--- src/rtl/mem_stage_pkg.sv ---
// rtl/mem_stage_pkg.sv - rv32i control word, funct3 enums and MEM stage types
package mem_stage_pkg;

    localparam int XLEN = 32;

    typedef enum logic [2:0] {
        LB  = 3'b000,
        LH  = 3'b001,
        LW  = 3'b010,
        LBU = 3'b100,
        LHU = 3'b101
    } load_funct3_t;

    typedef enum logic [2:0] {
        SB = 3'b000,
        SH = 3'b001,
        SW = 3'b010
    } store_funct3_t;

    typedef enum logic {
        IDLE = 1'b0,
        REQ  = 1'b1
    } mem_state_t;

    typedef struct packed {
        logic       load_regfile;
        logic       mem_read;
        logic       mem_write;
        logic [2:0] funct3;
        logic [4:0] rd;
    } rv32i_control_word;

    typedef struct packed {
        logic            read;
        logic            write;
        logic [XLEN-1:0] addr;
        logic [XLEN-1:0] wdata;
        logic [3:0]      be;
    } mem_req_t;

    typedef struct packed {
        rv32i_control_word ctrl;
        logic [XLEN-1:0]   data;
        logic [XLEN-1:0]   alu;
        logic              br_en;
        logic [XLEN-1:0]   pc;
        logic [3:0]        be;
    } mem_wb_t;

endpackage

--- src/rtl/mem_stage_align.sv ---
// rtl/mem_stage_align.sv - byte-enable and store-lane replication for data memory
module mem_align
    import mem_stage_pkg::*;
(
    input  logic [2:0]      funct3_i,
    input  logic [1:0]      addr_i,
    input  logic [XLEN-1:0] rs2_i,
    output logic [3:0]      byte_enable_o,
    output logic [XLEN-1:0] wdata_o
);

    // Store funct3 values alias the signed loads, so one decode serves both.
    always_comb begin
        byte_enable_o = 4'b1111;
        wdata_o       = rs2_i;
        case (funct3_i)
            LB, LBU: begin
                byte_enable_o = 4'b0001 << addr_i;
                wdata_o       = {4{rs2_i[7:0]}};
            end
            LH, LHU: begin
                byte_enable_o = addr_i[1] ? 4'b1100 : 4'b0011;
                wdata_o       = {2{rs2_i[15:0]}};
            end
            default: ;
        endcase
    end

endmodule

--- src/rtl/mem_stage.sv ---
// rtl/mem_stage.sv - MEM stage with data-memory handshake FSM and MEM/WB register
module mem_stage
    import mem_stage_pkg::*;
(
    input  logic              clk,
    input  logic              rst,
    input  rv32i_control_word ctrl_in,
    input  logic [XLEN-1:0]   alu_in,
    input  logic [XLEN-1:0]   rs2_in,
    input  logic              br_en_in,
    input  logic [XLEN-1:0]   pc_in,
    input  logic [XLEN-1:0]   dmem_rdata,
    input  logic              dmem_resp,
    output logic              dmem_read,
    output logic              dmem_write,
    output logic [XLEN-1:0]   dmem_address,
    output logic [XLEN-1:0]   dmem_wdata,
    output logic [3:0]        dmem_byte_enable,
    output logic              stall_out,
    output rv32i_control_word ctrl_out,
    output logic [XLEN-1:0]   data_out,
    output logic [XLEN-1:0]   alu_out,
    output logic              br_en_out,
    output logic [XLEN-1:0]   pc_out,
    output logic [3:0]        mem_byte_enable_out
);

    mem_state_t      state_q, state_d;
    mem_req_t        req_q, req_d;
    mem_wb_t         wb_q, wb_d, wb_load;
    logic [3:0]      align_be;
    logic [XLEN-1:0] align_wdata;
    logic            mem_op;
    logic            stall;

    assign mem_op = ctrl_in.mem_read | ctrl_in.mem_write;

    mem_align u_align (
        .funct3_i      (ctrl_in.funct3),
        .addr_i        (alu_in[1:0]),
        .rs2_i         (rs2_in),
        .byte_enable_o (align_be),
        .wdata_o       (align_wdata)
    );

    always_comb begin
        state_d = state_q;
        req_d   = req_q;
        wb_d    = '0;
        stall   = 1'b0;

        wb_load       = '0;
        wb_load.ctrl  = ctrl_in;
        wb_load.alu   = alu_in;
        wb_load.br_en = br_en_in;
        wb_load.pc    = pc_in;
        wb_load.be    = align_be;

        case (state_q)
            IDLE: begin
                if (mem_op) begin
                    state_d     = REQ;
                    req_d.read  = ctrl_in.mem_read;
                    req_d.write = ctrl_in.mem_write & ~ctrl_in.mem_read;
                    req_d.addr  = {alu_in[XLEN-1:2], 2'b00};
                    req_d.wdata = align_wdata;
                    req_d.be    = align_be;
                    stall       = 1'b1;
                end else begin
                    wb_d = wb_load;
                end
            end
            REQ: begin
                if (dmem_resp) begin
                    state_d     = IDLE;
                    req_d.read  = 1'b0;
                    req_d.write = 1'b0;
                    wb_d        = wb_load;
                    wb_d.data   = dmem_rdata;
                end else begin
                    stall = 1'b1;
                end
            end
            default: state_d = IDLE;
        endcase
    end

    // Reset must release upstream immediately even if EX/MEM still holds a memory op.
    assign stall_out = stall & rst;

    always_ff @(posedge clk or negedge rst) begin
        if (!rst) begin
            state_q <= IDLE;
            req_q   <= '0;
            wb_q    <= '0;
        end else begin
            state_q <= state_d;
            req_q   <= req_d;
            wb_q    <= wb_d;
        end
    end

    assign dmem_read           = req_q.read;
    assign dmem_write          = req_q.write;
    assign dmem_address        = req_q.addr;
    assign dmem_wdata          = req_q.wdata;
    assign dmem_byte_enable    = req_q.be;
    assign ctrl_out            = wb_q.ctrl;
    assign data_out            = wb_q.data;
    assign alu_out             = wb_q.alu;
    assign br_en_out           = wb_q.br_en;
    assign pc_out              = wb_q.pc;
    assign mem_byte_enable_out = wb_q.be;

endmodule

--- config.mk ---
export PLATFORM = sky130hd
export DESIGN_NAME = mem_stage
export DESIGN_NICKNAME = d
export VERILOG_FILES = /design/src/rtl/mem_stage_pkg.sv /design/src/rtl/mem_stage_align.sv /design/src/rtl/mem_stage.sv
export SDC_FILE = /design/constraint.sdc
export NUM_CORES = 1
export LEC_CHECK = 0
export CORE_AREA = 2 2 128 130
export CTS_BUF_LIST = sky130_fd_sc_hd__clkbuf_2
export DETAILED_ROUTE_END_ITERATION = 16
export DIE_AREA = 0 0 130 132
export PLACE_DENSITY = 0.87
export SLEW_MARGIN = 20
export SYNTH_ARGS = -nofsm -noshare
export SYNTH_HDL_FRONTEND = slang
export SYNTH_SLANG_ARGS = --single-unit
--- constraint.sdc ---
create_clock -name clk -period 3.7 [get_ports clk]
set_input_delay 0.74 -clock clk [delete_from_list [all_inputs] [get_ports clk]]
set_output_delay 0.74 -clock clk [all_outputs]
set_load 0.005 [all_outputs]
==> results of run 1 <==
metrics by stage:
| step | hold slack, ns | setup WS (ns) | instances | power, W |
|---|---|---|---|---|
| after global placement | 0.463 | 0.672 | 989 | 0.00349 |
| final | 0.455 | 0.612 | 1021 | 0.00455 |
| after detailed placement | 0.470 | 0.620 | 989 | 0.00353 |
| after CTS | 0.371 | 0.498 | 1021 | 0.00461 |
| after global routing | 0.367 | 0.414 | 1021 | 0.00479 |
| after floorplan | 0.444 | 1.61 | 473 | 0.00272 |
power breakdown:
group          internal (W)  switching, W  total [W]
logic              0.000735      0.000402    0.00114
registers           0.00222      0.000119    0.00234
clock network      0.000387      0.000684    0.00107
cells in the mapped netlist (all sizes together) (3+ instances only):
library cell	number	area, um2
a21oi	7	38.8
and3	34	213
buf	23	139
clkbuf	8	30.0
dfrtp	181	4530
inv	3	11.3
mux2	45	559
mux2i	23	230
nand2	30	113
nor2	7	33.8
nor2b	74	463
o21ai	28	140
final cells by class:
type | count | area (um2)
multi-input cells | 258 | 1870
repair buffers | 332 | 3320
clock buffers | 18 | 90.1
inverters | 3 | 11.3
fillers | 1173 | 5450
clock inverters | 13 | 174
well taps | 216 | 270
flip-flops and latches | 181 | 4530
sequential cells by signal, indices dropped and copies added, names as in the netlist:
| register | count |
|---|---|
| alu_out | 32 |
| data_out | 32 |
| dmem_wdata | 32 |
| pc_out | 32 |
| dmem_address | 30 |
| ctrl_out | 11 |
| dmem_byte_enable | 4 |
| mem_byte_enable_out | 4 |
| br_en_out | 1 |
| dmem_read | 1 |
| dmem_write | 1 |
| state_q | 1 |
metal layers:
| layer | up-vias | routed length, um | part of all wire [%] |
|---|---|---|---|
| met4 | 0 | 339 | 1.8 |
| li1 | 2198 | - | - |
| met3 | 25 | 1530 | 8.3 |
| met2 | 210 | 9560 | 52 |
| met1 | 2324 | 7000 | 38 |
| met5 | - | 0 | 0 |
cell families (layout without fill, tap and decap cells):
kind of cell	count (synthesis)	count (layout)	synth area share, %
muxes	68	68	12.0
and+or+nand+nor	150	150	13.0
buffers and inverters	34	366	2.75
DFF	181	181	69.0
other	1	2	0.0571
AOI/OAI and AO/OA	38	38	3.15
how the worst max path moves through the flow:
stage,start,to,slack [ns],depth (start not counted)
after floorplan,ctrl_in[9],stall_out,1.61,4
after global placement,ctrl_in[9],stall_out,0.67,5
after detailed placement,ctrl_in[9],stall_out,0.62,5
after CTS,state_q,stall_out,0.50,4
after global routing,state_q,stall_out,0.41,4
final,state_q,stall_out,0.61,4
==> results by stage, run 1 <==
Global route:
- The global routing usage on met1 is 24.5%.
- The residual overflow from global routing is 0.
- The via count of the first global-routing pass is 5005.
- The global-route wire length before repair is 28100 um.
- The overall routing resource usage is 21.7%.
- Entering global routing, the biggest net connects 95 pins.
- The initial antenna violation count was 0.
- The routing usage on met3 is 6.98%.
- Global routing used 38.6% of the available met2 tracks.
- The most utilized layer in the global route result is met2.

Placed design:
- The count of buffers added on input and output ports is 323.
- After detailed placement, the total cell area comes to 0.00999 mm2.
- Summed over all nets, the half-perimeter wirelength after detailed placement is 13700 um.
- At the end of routability-driven placement, the weighted congestion stood at 0.799.

CTS:
- The library cell used as clock root buffer is sky130_fd_sc_hd__clkbuf_2.
- Buffers inserted during clock tree synthesis total 17.
- For this design, the sink count on the clock tree is 181.
- CTS built an H-tree with a depth of 4.
- Once the clock tree was built, the setup fixing pass inserted 0 buffers.
- The count of cells resized by post-cts repair is 0.
- TritonCTS built the clock tree.
- The longest clock path from root to sink contains 2 buffers.
- The clock latency of the later-clocked register in the worst-skew pair is 0.68 ns.
- After clock tree synthesis, the flow added hold-fix buffers numbering 1.
- The clock transition time at the flip-flop clock pins of the worst setup and hold paths is 0.27 ns.

Synth:
- The number of warnings printed during yosys synthesis is 0.
- The async set or reset register ratio after synthesis is 100%.
- The average instance area after synthesis is 13.9 um2.
- In this run, synthesis inferred 0 flip-flops with an integrated enable.
- After synthesis, the netlist uses 26 different library cells.
- Synthesis produced 472 cells.
- In the synthesized netlist the dominant register cell turns out to be sky130_fd_sc_hd__dfrtp_1.
- The cell area after synthesis is 0.00656 mm2.
- In this run, synthesis produced a sequential element count of 181.
- The share of the yosys chip area belonging to registers is 69.0%.

Worst setup path:
- The worst reg-to-reg setup slack is 1.74 ns.
- Walking the worst path, the cells encountered are nor3_1 -> a21oi_4 -> and2_1 -> clkdlybuf4s50_1.
- Grouping stages by cell kind, the critical path spends the most delay in flip-flops.
- The endpoint of the worst register-to-register path is pc_out[6].
- The number of buffers and inverters on the critical path is 1.
- The sort of element at the end of the critical path is a primary output.
- The startpoint of the worst-slack reg-to-reg timing path is state_q.
- The kind of launch point of the worst setup path is a flip-flop.
- The worst register-to-register path has a depth of 4.
- The top fanout value on the critical path is 14.
- For the worst setup path, the data arrival time is 2.35 ns.
- The startpoint-to-endpoint class of the critical path is flip-flop to primary output.
- The delay of the slowest cell on the worst path is 0.58 ns.
- Among all stages on the critical path, the largest delay is contributed by sky130_fd_sc_hd__dfrtp_1.
- STA puts the critical path data required time at 2.96 ns.

Final layout:
- The area growth from synthesis to layout is 56.4%.
- The top cell types in the final layout, fill and taps aside, are sky130_fd_sc_hd__clkdlybuf4s50_1 (322), sky130_fd_sc_hd__dfrtp_1 (181), sky130_fd_sc_hd__nor2b_1 (74).
- The final core area utilization is 65.3%.
- Leaving out fill and tap cells, the most frequent cell in the layout is sky130_fd_sc_hd__clkdlybuf4s50_1.
- The share of cells above drive strength 1 is 10.9%.
- The cell area after layout is 0.0103 mm2.
- The net total in the final layout is 936.
- The antenna diode count is 0.

Power:
- The peak ir drop on the vdd network is 0.354 mV.
- Power spread over the standard cell area amounts to 443 mW/mm2.
- The cell leakage power is 4.60 nW.

Timing:
- Setup total negative slack on the finished layout was measured at 0 ns.
- The worst max-slew margin expressed relative to the limit is 43.8%.
- The maximum achievable frequency is 324 MHz.
- The worst path needs 3.09 ns of the cycle, external delays included.
- Clock skew on the completed layout was measured at 0.0249 ns.
- The max-slew violation total from the final report is 0.
- At the pin with the least slew margin, the transition time is 0.842 ns.
- Setup violations remaining at the end of the flow were counted as 0.
- Setup repair after global routing left no endpoint under its margin.
- Of the available clock period, the critical path in the final layout requires 83.5%.
- The final-report hold violation count came to 0.

Floorplanning:
- The initial utilization of the core area, before any placement, comes to 41.8%.
- The full die area is 0.0172 mm2.
- The number of placement rows is 46.
- 326 I/O pins were placed.
- The die is 132 um tall.
- The die extent in x is 130 um.
- The region available for standard cell placement spans 0.0157 mm2.

Detailed routing:
- The detail route stage leaves a number of antenna-violating nets equal to 0.
- The number of DRC violations after detailed-routing iteration 0 is 209.
- After detailed routing, the total wire length is 18400 um.
- The pre-antenna-repair detailed-routing pass consisted of 4 iterations.
- The per-cell routed wire length is 18.0 um.
- The number of vias per cell after detailed routing is 4.66.
- The detailed router placed 4757 vias in this run.
- For this run, design rule violations remaining after detail routing come to 0.

Hold path:
- The worst min-delay path category is primary input to asynchronous set/reset pin.

Job:
- The number of maximum-capacitance constraint violations is 0.

Run status:
- The flow ran to the end, and the final reports show no timing, DRC or antenna violations.
No activity file was read; power rests on OpenSTA's default activity.
==> inputs of run 2 (changes only) <==
- CORE_AREA: 2 2 128 130 -> unset
- CORE_ASPECT_RATIO: unset -> 1.4
- CORE_UTILIZATION: unset -> 37
- DIE_AREA: 0 0 130 132 -> unset
- PLACE_DENSITY: 0.87 -> 0.82
- clock period: 3.7 -> 2.6 ns (I/O delays scaled with it)
==> run 2 against run 1 <==
Design area is 0.57% higher. Cell count is 2.8% higher. Count of clock-buffer cells in the layout shrank 1. Global-route usage shrank 2.4 points. Non-clock buffer count up 7. Clock power grew 27%. Wire length fell by 6.8%. Largest power group unchanged.
==> results by stage, run 2 (synthesis gave the netlist of run 1 again) <==
CTS:
- The number of buffers on the longest clock path is 2 (unchanged).
- The number of H-tree levels is 4 (unchanged).
- The library cell used as clock root buffer is sky130_fd_sc_hd__clkbuf_2 (unchanged).
- The number of clock buffers inserted by TritonCTS is 17 (unchanged).
- The clock transition time at the flip-flop clock pins of the worst setup and hold paths is 0.27 ns (about the same).
- The clock latency of the later-clocked register in the worst-skew pair came to 0.71 ns (was 0.68 ns).
- The CTS tree is done (unchanged).
- The number of clock sinks seen by CTS is 181 (unchanged).

Timing:
- The post-route clock skew came to 0.0229 ns (was 0.0249 ns).
- The final setup TNS is 0 ns (unchanged).
- The max-slew violation total from the final report is 0 (unchanged).
- The final-report setup violation count is 0 (unchanged).
- RSZ-0062 raised after global routing: no (unchanged).
- The worst-margin pin slew is 0.857 ns (was 0.842 ns).
- The final-report hold violation count is 0 (unchanged).
- The maximum achievable frequency is 408 MHz.
- The part of the cycle the worst path needs is 94.3%.
- The worst max-slew margin expressed relative to the limit came to 42.9% (was 43.8%).
- The shortest clock period the worst path allows after layout is 2.45 ns.

Floorplanning:
- The die extent in x is 115 um (was 130 um).
- The full die area is 0.0183 mm2 (was 0.0172 mm2).
- The die extent in y is 160 um (was 132 um).
- The initial cell density of the core is 37.9% (was 41.8%).
- The number of primary I/O pins came to 326 (unchanged).
- The number of placement rows is 57 (was 46).
- The area of the placeable core is 0.0173 mm2 (was 0.0157 mm2).

Power:
- The power density normalized to cell area is 611 mW/mm2 (was 443 mW/mm2).
- The cell leakage power was 4.63 nW (was 4.60 nW).
- The peak ir drop on the vdd network was 0.285 mV (was 0.354 mV).

Run status:
- Status: complete, no violations (unchanged).

Detailed routing:
- The total wire length after detailed routing was 17200 um (was 18400 um).
- The count of TritonRoute iterations in the first routing pass was 4 (unchanged).
- The per-cell routed wire length was 16.4 um (was 18.0 um).
- The number of DRC violations after detailed-routing iteration 0 is 275 (was 209).
- The via count is 4799 (was 4757).
- The number of antenna-violating nets in the routed design is 0 (unchanged).
- The number of vias per cell after detailed routing is 4.57 (was 4.66).
- The number of design rule violations left after detail routing is 0 (unchanged).

Global route:
- The maximum number of pins on one net before global-route repair was 110 (was 95).
- The overall routing resource usage is 19.4% (was 21.7%).
- The global-route wire length before repair is 26700 um (was 28100 um).
- The via count of the first global-routing pass is 4934 (was 5005).
- The initial antenna violation count is 1 (was 0).
- The residual overflow from global routing is 0 (unchanged).

Placed design:
- The routability congestion estimate from global placement is 0.925 (was 0.799).
- The number of placed instances with taps included is 1016 (was 989).
- The placed wire-length estimate after detailed placement is 12500 um (was 13700 um).
- The count of port buffers added during placement is 323 (unchanged).

Hold path:
- The worst min-delay path category is primary input to asynchronous set/reset pin (unchanged).

Worst setup path:
- The kind of launch point of the worst setup path is a flip-flop (unchanged).
- The startpoint-to-endpoint class of the critical path is flip-flop to primary output (unchanged).
- The delay of the slowest cell on the worst path was 0.48 ns (was 0.58 ns).
- The arrival time of data at the critical path endpoint is 1.93 ns (was 2.35 ns).
- The top fanout value on the critical path is 3 (was 14).
- The number of buffers and inverters on the critical path was 2 (was 1).
- The critical-path cell with the highest stage delay is sky130_fd_sc_hd__dfrtp_1 (unchanged).
- The required time of the critical path came to 2.08 ns (was 2.96 ns).
- Chain of cells forming the critical path: nor3_2 -> buf_4 -> a21oi_4 -> and2_1 -> dlygate4sd2_1 (was nor3_1 -> a21oi_4 -> and2_1 -> clkdlybuf4s50_1).
- The sort of element at the end of the critical path is a primary output (unchanged).
- The family of cells with the greatest summed delay on the critical path is flip-flops (unchanged).

Final layout:
- The multi-input logic area is 0.00188 mm2 (was 0.00187 mm2).
- The share of cells above drive strength 1 came to 12.1% (was 10.9%).
- The net total in the final layout is 943 (was 936).
- The sequential standard cell area is 0.00453 mm2 (unchanged).
- The commonest non-fill, non-tap cell in the layout is sky130_fd_sc_hd__clkdlybuf4s50_1 (unchanged).
- The number of fill cells in the layout was 1374 (was 1173).
- The area added between synthesis and finish was 57.3% (was 56.4%).
- Most frequent cells in the layout: sky130_fd_sc_hd__clkdlybuf4s50_1 (321), sky130_fd_sc_hd__dfrtp_1 (181), sky130_fd_sc_hd__nor2b_1 (74) (was sky130_fd_sc_hd__clkdlybuf4s50_1 (322), sky130_fd_sc_hd__dfrtp_1 (181), sky130_fd_sc_hd__nor2b_1 (74)).
- The number of cells in the finished layout apart from fillers came to 1050 (was 1021).

Job:
- The number of maximum-capacitance constraint violations was 0 (unchanged).
## run 2: per-stage QoR
step	cell area [um2]	setup WS, ns	power (W)	hold WS [ns]	utilization, %
after global placement	10100	0.0373	0.00498	0.364	58.2
after floorplan	6570	0.955	0.00387	0.224	-
final	10300	0.147	0.00631	0.190	59.6
after detailed placement	10100	0.0630	0.00502	0.364	58.2
after CTS	10300	0.0320	0.00641	0.0861	59.5
after global routing	10300	0.0125	0.00665	0.0991	59.6
## run 2: layout make-up
class                           count  share of cell area, %
Clock inverter                     15                   1.33
Timing Repair Buffer              339                   32.8
Tap cell                          236                   2.86
Antenna cell                        1                 0.0242
Multi-Input combinational cell    258                   18.2
Inverter                            3                  0.109
Clock buffer                       17                  0.824
Sequential cell                   181                   43.9
## run 2: timing repair
action | 4_1_cts | 5_1_grt
hold buffers | 1 | 0
endpoints found under the setup margin | 1 | 0
resized for setup | 3 | 0
hold endpoints to repair | 169 | 0
buffers inserted | 0 | 0
## run 2: worst paths after layout
path,startpoint,end,slack (ns),cells after the start
max,state_q,stall_out,0.15,5
min,rst,alu_out[9],0.19,2
max reg2reg,state_q,ctrl_out[4],0.86,4
min reg2reg,dmem_wdata[29],dmem_wdata[29],0.52,2
max in group asynchronous,rst,dmem_wdata[27],1.45,3
min in group clk,pc_in[2],pc_out[2],0.28,2
## run 2: report_power, final
part / total, W / internal [W] / switching (W) / leakage, nW
combinational: 0.00163 / 0.00106 / 0.000571 / 2.20
clock: 0.00136 / 0.000296 / 0.00106 / 0.132
sequential: 0.00332 / 0.00317 / 0.000158 / 2.30
## run 2: layer usage
layer  track usage, %  wire length [um]  part of all wire (%)
met5                0                 0                     0
met2             33.8              8940                    52
met4             8.21               499                   2.9
met3             6.09              1490                   8.7
met1             21.4              6260                    36
==> inputs of run 3 (changes only) <==
- CELL_PAD_IN_SITES_DETAIL_PLACEMENT: unset -> 0
- CELL_PAD_IN_SITES_GLOBAL_PLACEMENT: unset -> 1
- CORE_UTILIZATION: 37 -> 29
- PLACE_DENSITY: 0.82 -> 0.83
- SETUP_SLACK_MARGIN: unset -> 0.2
==> run 3 against run 2 <==
Die area up 27%. Setup slack improved by 0.19 ns. Critical path depth down 1. Combinational power about the same. Count of clock-buffer cells in the layout increased by 1. Highest routed layer unchanged. Critical endpoint unchanged.
==> results by stage, run 3 (synthesis gave the netlist of run 1 again) <==
Placed design:
- The placed wire-length estimate after detailed placement is 13000 um (was 12500 um).
- The count of port buffers added during placement is 323 (unchanged).
- The routability congestion estimate from global placement came to 0.794 (was 0.925).
- The placed standard-cell area is 0.0102 mm2 (was 0.0101 mm2).

Timing:
- RSZ-0062 raised after global routing: yes (was no).
- The post-route clock skew is 0.0268 ns (was 0.0229 ns).
- The worst-margin pin slew is 1.05 ns (was 0.857 ns).
- The worst max-slew margin expressed relative to the limit came to 29.7% (was 42.9%).
- The shortest clock period the worst path allows after layout was 2.27 ns (was 2.45 ns).
- The final-report hold violation count is 0 (unchanged).
- The maximum achievable frequency is 441 MHz (was 408 MHz).
- The final setup TNS is 0 ns (unchanged).
- The part of the cycle the worst path needs is 87.1% (was 94.3%).
- The max-slew violation total from the final report is 0 (unchanged).
- The final-report setup violation count came to 0 (unchanged).

Worst setup path:
- The arrival time of data at the critical path endpoint is 1.75 ns (was 1.93 ns).
- Chain of cells forming the critical path: nor3_4 -> a21oi_4 -> and2_4 -> buf_6 (was nor3_2 -> buf_4 -> a21oi_4 -> and2_1 -> dlygate4sd2_1).
- The launch point of the worst path is state_q (unchanged).
- The sort of element at the end of the critical path is a primary output (unchanged).
- The critical-path cell with the highest stage delay was sky130_fd_sc_hd__dfrtp_2 (was sky130_fd_sc_hd__dfrtp_1).
- The startpoint-to-endpoint class of the critical path is flip-flop to primary output (unchanged).
- The number of buffers and inverters on the critical path is 1 (was 2).
- The top fanout value on the critical path was 3 (unchanged).
- The worst reg-to-reg setup slack came to 0.69 ns (was 0.86 ns).
- The endpoint of the worst register-to-register path is dmem_address[19] (was ctrl_out[4]).
- The required time of the critical path was 2.08 ns (about the same).
- The depth of the worst register-to-register path is 5 (was 4).
- The delay of the slowest cell on the worst path is 0.51 ns (was 0.48 ns).
- The startpoint of the worst-slack reg-to-reg timing path is state_q (unchanged).
- The kind of launch point of the worst setup path was a flip-flop (unchanged).
- The family of cells with the greatest summed delay on the critical path is flip-flops (unchanged).

Final layout:
- The net total in the final layout came to 946 (was 943).
- The commonest non-fill, non-tap cell in the layout is sky130_fd_sc_hd__clkdlybuf4s50_1 (unchanged).
- Most frequent cells in the layout: sky130_fd_sc_hd__clkdlybuf4s50_1 (318), sky130_fd_sc_hd__dfrtp_1 (180), sky130_fd_sc_hd__nor2b_1 (74) (was sky130_fd_sc_hd__clkdlybuf4s50_1 (321), sky130_fd_sc_hd__dfrtp_1 (181), sky130_fd_sc_hd__nor2b_1 (74)).
- The number of fill cells in the layout is 2026 (was 1374).
- The cell area after layout was 0.0105 mm2 (was 0.0103 mm2).
- The area added between synthesis and finish is 59.7% (was 57.3%).
- The share of cells above drive strength 1 is 12.4% (was 12.1%).

CTS:
- The library cell used as clock root buffer is sky130_fd_sc_hd__clkbuf_2 (unchanged).
- The CTS tree is done (unchanged).
- The clock transition time at the flip-flop clock pins of the worst setup and hold paths is 0.27 ns (about the same).
- The number of H-tree levels is 4 (unchanged).
- The clock latency of the later-clocked register in the worst-skew pair is 0.78 ns (was 0.71 ns).
- The number of clock buffers inserted by TritonCTS is 17 (unchanged).
- The number of clock sinks seen by CTS was 181 (unchanged).
- The number of buffers on the longest clock path is 2 (unchanged).

Global route:
- The overall routing resource usage came to 16.5% (was 19.4%).
- The residual overflow from global routing is 0 (unchanged).
- The maximum number of pins on one net before global-route repair is 182 (was 110).
- The via count of the first global-routing pass is 5132 (was 4934).
- The initial antenna violation count is 1 (unchanged).
- The global-route wire length before repair is 28700 um (was 26700 um).

Power:
- The cell leakage power was 4.68 nW (was 4.63 nW).
- The peak ir drop on the vdd network is 0.339 mV (was 0.285 mV).
- The clock power share is 24.4% (was 21.5%).
- The power density normalized to cell area was 626 mW/mm2 (was 611 mW/mm2).
- The part of the power in combinational logic was 25.0% (was 25.8%).
- The internal portion of total power is 0.00486 W (was 0.00452 W).
- The switching share of power is 26.0% (was 28.4%).
- The proportion of power drawn by flip-flops and latches came to 50.6% (was 52.7%).
- The total net switching power is 0.00170 W (was 0.00179 W).

Detailed routing:
- The count of TritonRoute iterations in the first routing pass was 4 (unchanged).
- The total wire length after detailed routing is 18100 um (was 17200 um).
- The via count came to 4707 (was 4799).
- The number of DRC violations after detailed-routing iteration 0 is 193 (was 275).
- The number of vias per cell after detailed routing is 4.23 (was 4.57).
- The number of design rule violations left after detail routing is 0 (unchanged).
- The per-cell routed wire length was 16.3 um (was 16.4 um).
- The number of antenna-violating nets in the routed design is 0 (unchanged).

Hold path:
- The path with the worst hold slack has its endpoint at ctrl_out[7].
- The worst hold path passes through 2 cells.
- The worst min-delay path category is primary input to flip-flop (was primary input to asynchronous set/reset pin).
- The worst hold path begins at ctrl_in[7].

Floorplanning:
- The area of the placeable core is 0.0220 mm2 (was 0.0173 mm2).
- The number of primary I/O pins is 326 (unchanged).
- The initial cell density of the core came to 29.8% (was 37.9%).
- The die extent in y is 180 um (was 160 um).
- The number of placement rows is 64 (was 57).
- The die extent in x is 129 um (was 115 um).
- The full die area is 0.0232 mm2 (was 0.0183 mm2).

Run status:
- Status: complete, no violations (unchanged).

Job:
- The number of maximum-capacitance constraint violations is 0 (unchanged).
-- run 3: cell types whose count changed in the layout (fill, tap and decap cells not counted), moves of 2 or more --
cell,change
sky130_fd_sc_hd__bufinv_16,+4
sky130_fd_sc_hd__buf_4,+4
sky130_fd_sc_hd__inv_6,-3
sky130_fd_sc_hd__inv_8,-4
sky130_fd_sc_hd__clkinv_1,+2
sky130_fd_sc_hd__clkdlybuf4s50_1,-3
-- run 3: final cells by class --
class,count,area [um2],area share [%]
flip-flops and latches,181,4530,43.2
inverters,3,11.3,0.107
well taps,297,372,3.55
multi-input cells,258,1890,18.0
clock inverters,13,181,1.73
clock buffers,18,90.1,0.860
repair buffers,342,3410,32.5
diodes,1,2.50,0.0239
-- run 3: repair_timing --
item                                    in CTS  in global routing
hold buffers                                 1                  0
hold endpoints to repair                   181                  0
resized for setup                           11                  1
buffers inserted                             1                  1
gates cloned                                 0                  0
pin swaps                                    2                  0
endpoints found under the setup margin       3                  3
-- run 3: power by group through the flow --
stage	sequential [W]	clock (W)	combinational [W]
final	0.00332	0.00160	0.00164
after global routing	0.00337	0.00178	0.00178
after CTS	0.00333	0.00169	0.00167
after detailed placement	0.00338	0	0.00166
after global placement	0.00336	0	0.00164
after floorplan	0.00340	0	0.000460
-- run 3: metrics by stage --
step / cells / utilization (%) / hold WS [ns] / worst slack [ns] / total power [W]
6_report: 1113 / 47.6 / 0.238 / 0.335 / 0.00656
5_1_grt: 1113 / 47.6 / 0.153 / 0.195 / 0.00693
4_1_cts: 1111 / 47.5 / 0.116 / 0.195 / 0.00669
3_5_place_dp: 1078 / 46.2 / 0.469 / 0.0887 / 0.00503
3_3_place_gp: 1078 / 46.2 / 0.461 / 0.0556 / 0.00501
2_1_floorplan: 473 / - / 0.224 / 0.955 / 0.00387
-- run 3: layer usage --
layer  vias to the layer above  GRT usage (%)  share of wire [%]
li1                       2214              -                  -
met3                        32           4.94                7.0
met5                         -              0                  0
met4                         0           8.24                3.2
met1                      2263           17.5                 37
met2                       198           29.1                 53
-- run 3: worst max-delay path by stage --
stage	cells after the start	slack [ns]	to
4_1_cts	4	0.19	stall_out
3_5_place_dp	5	0.09	stall_out
2_1_floorplan	4	0.95	stall_out
5_1_grt	4	0.20	stall_out
3_3_place_gp	5	0.06	stall_out
6_report	4	0.33	stall_out
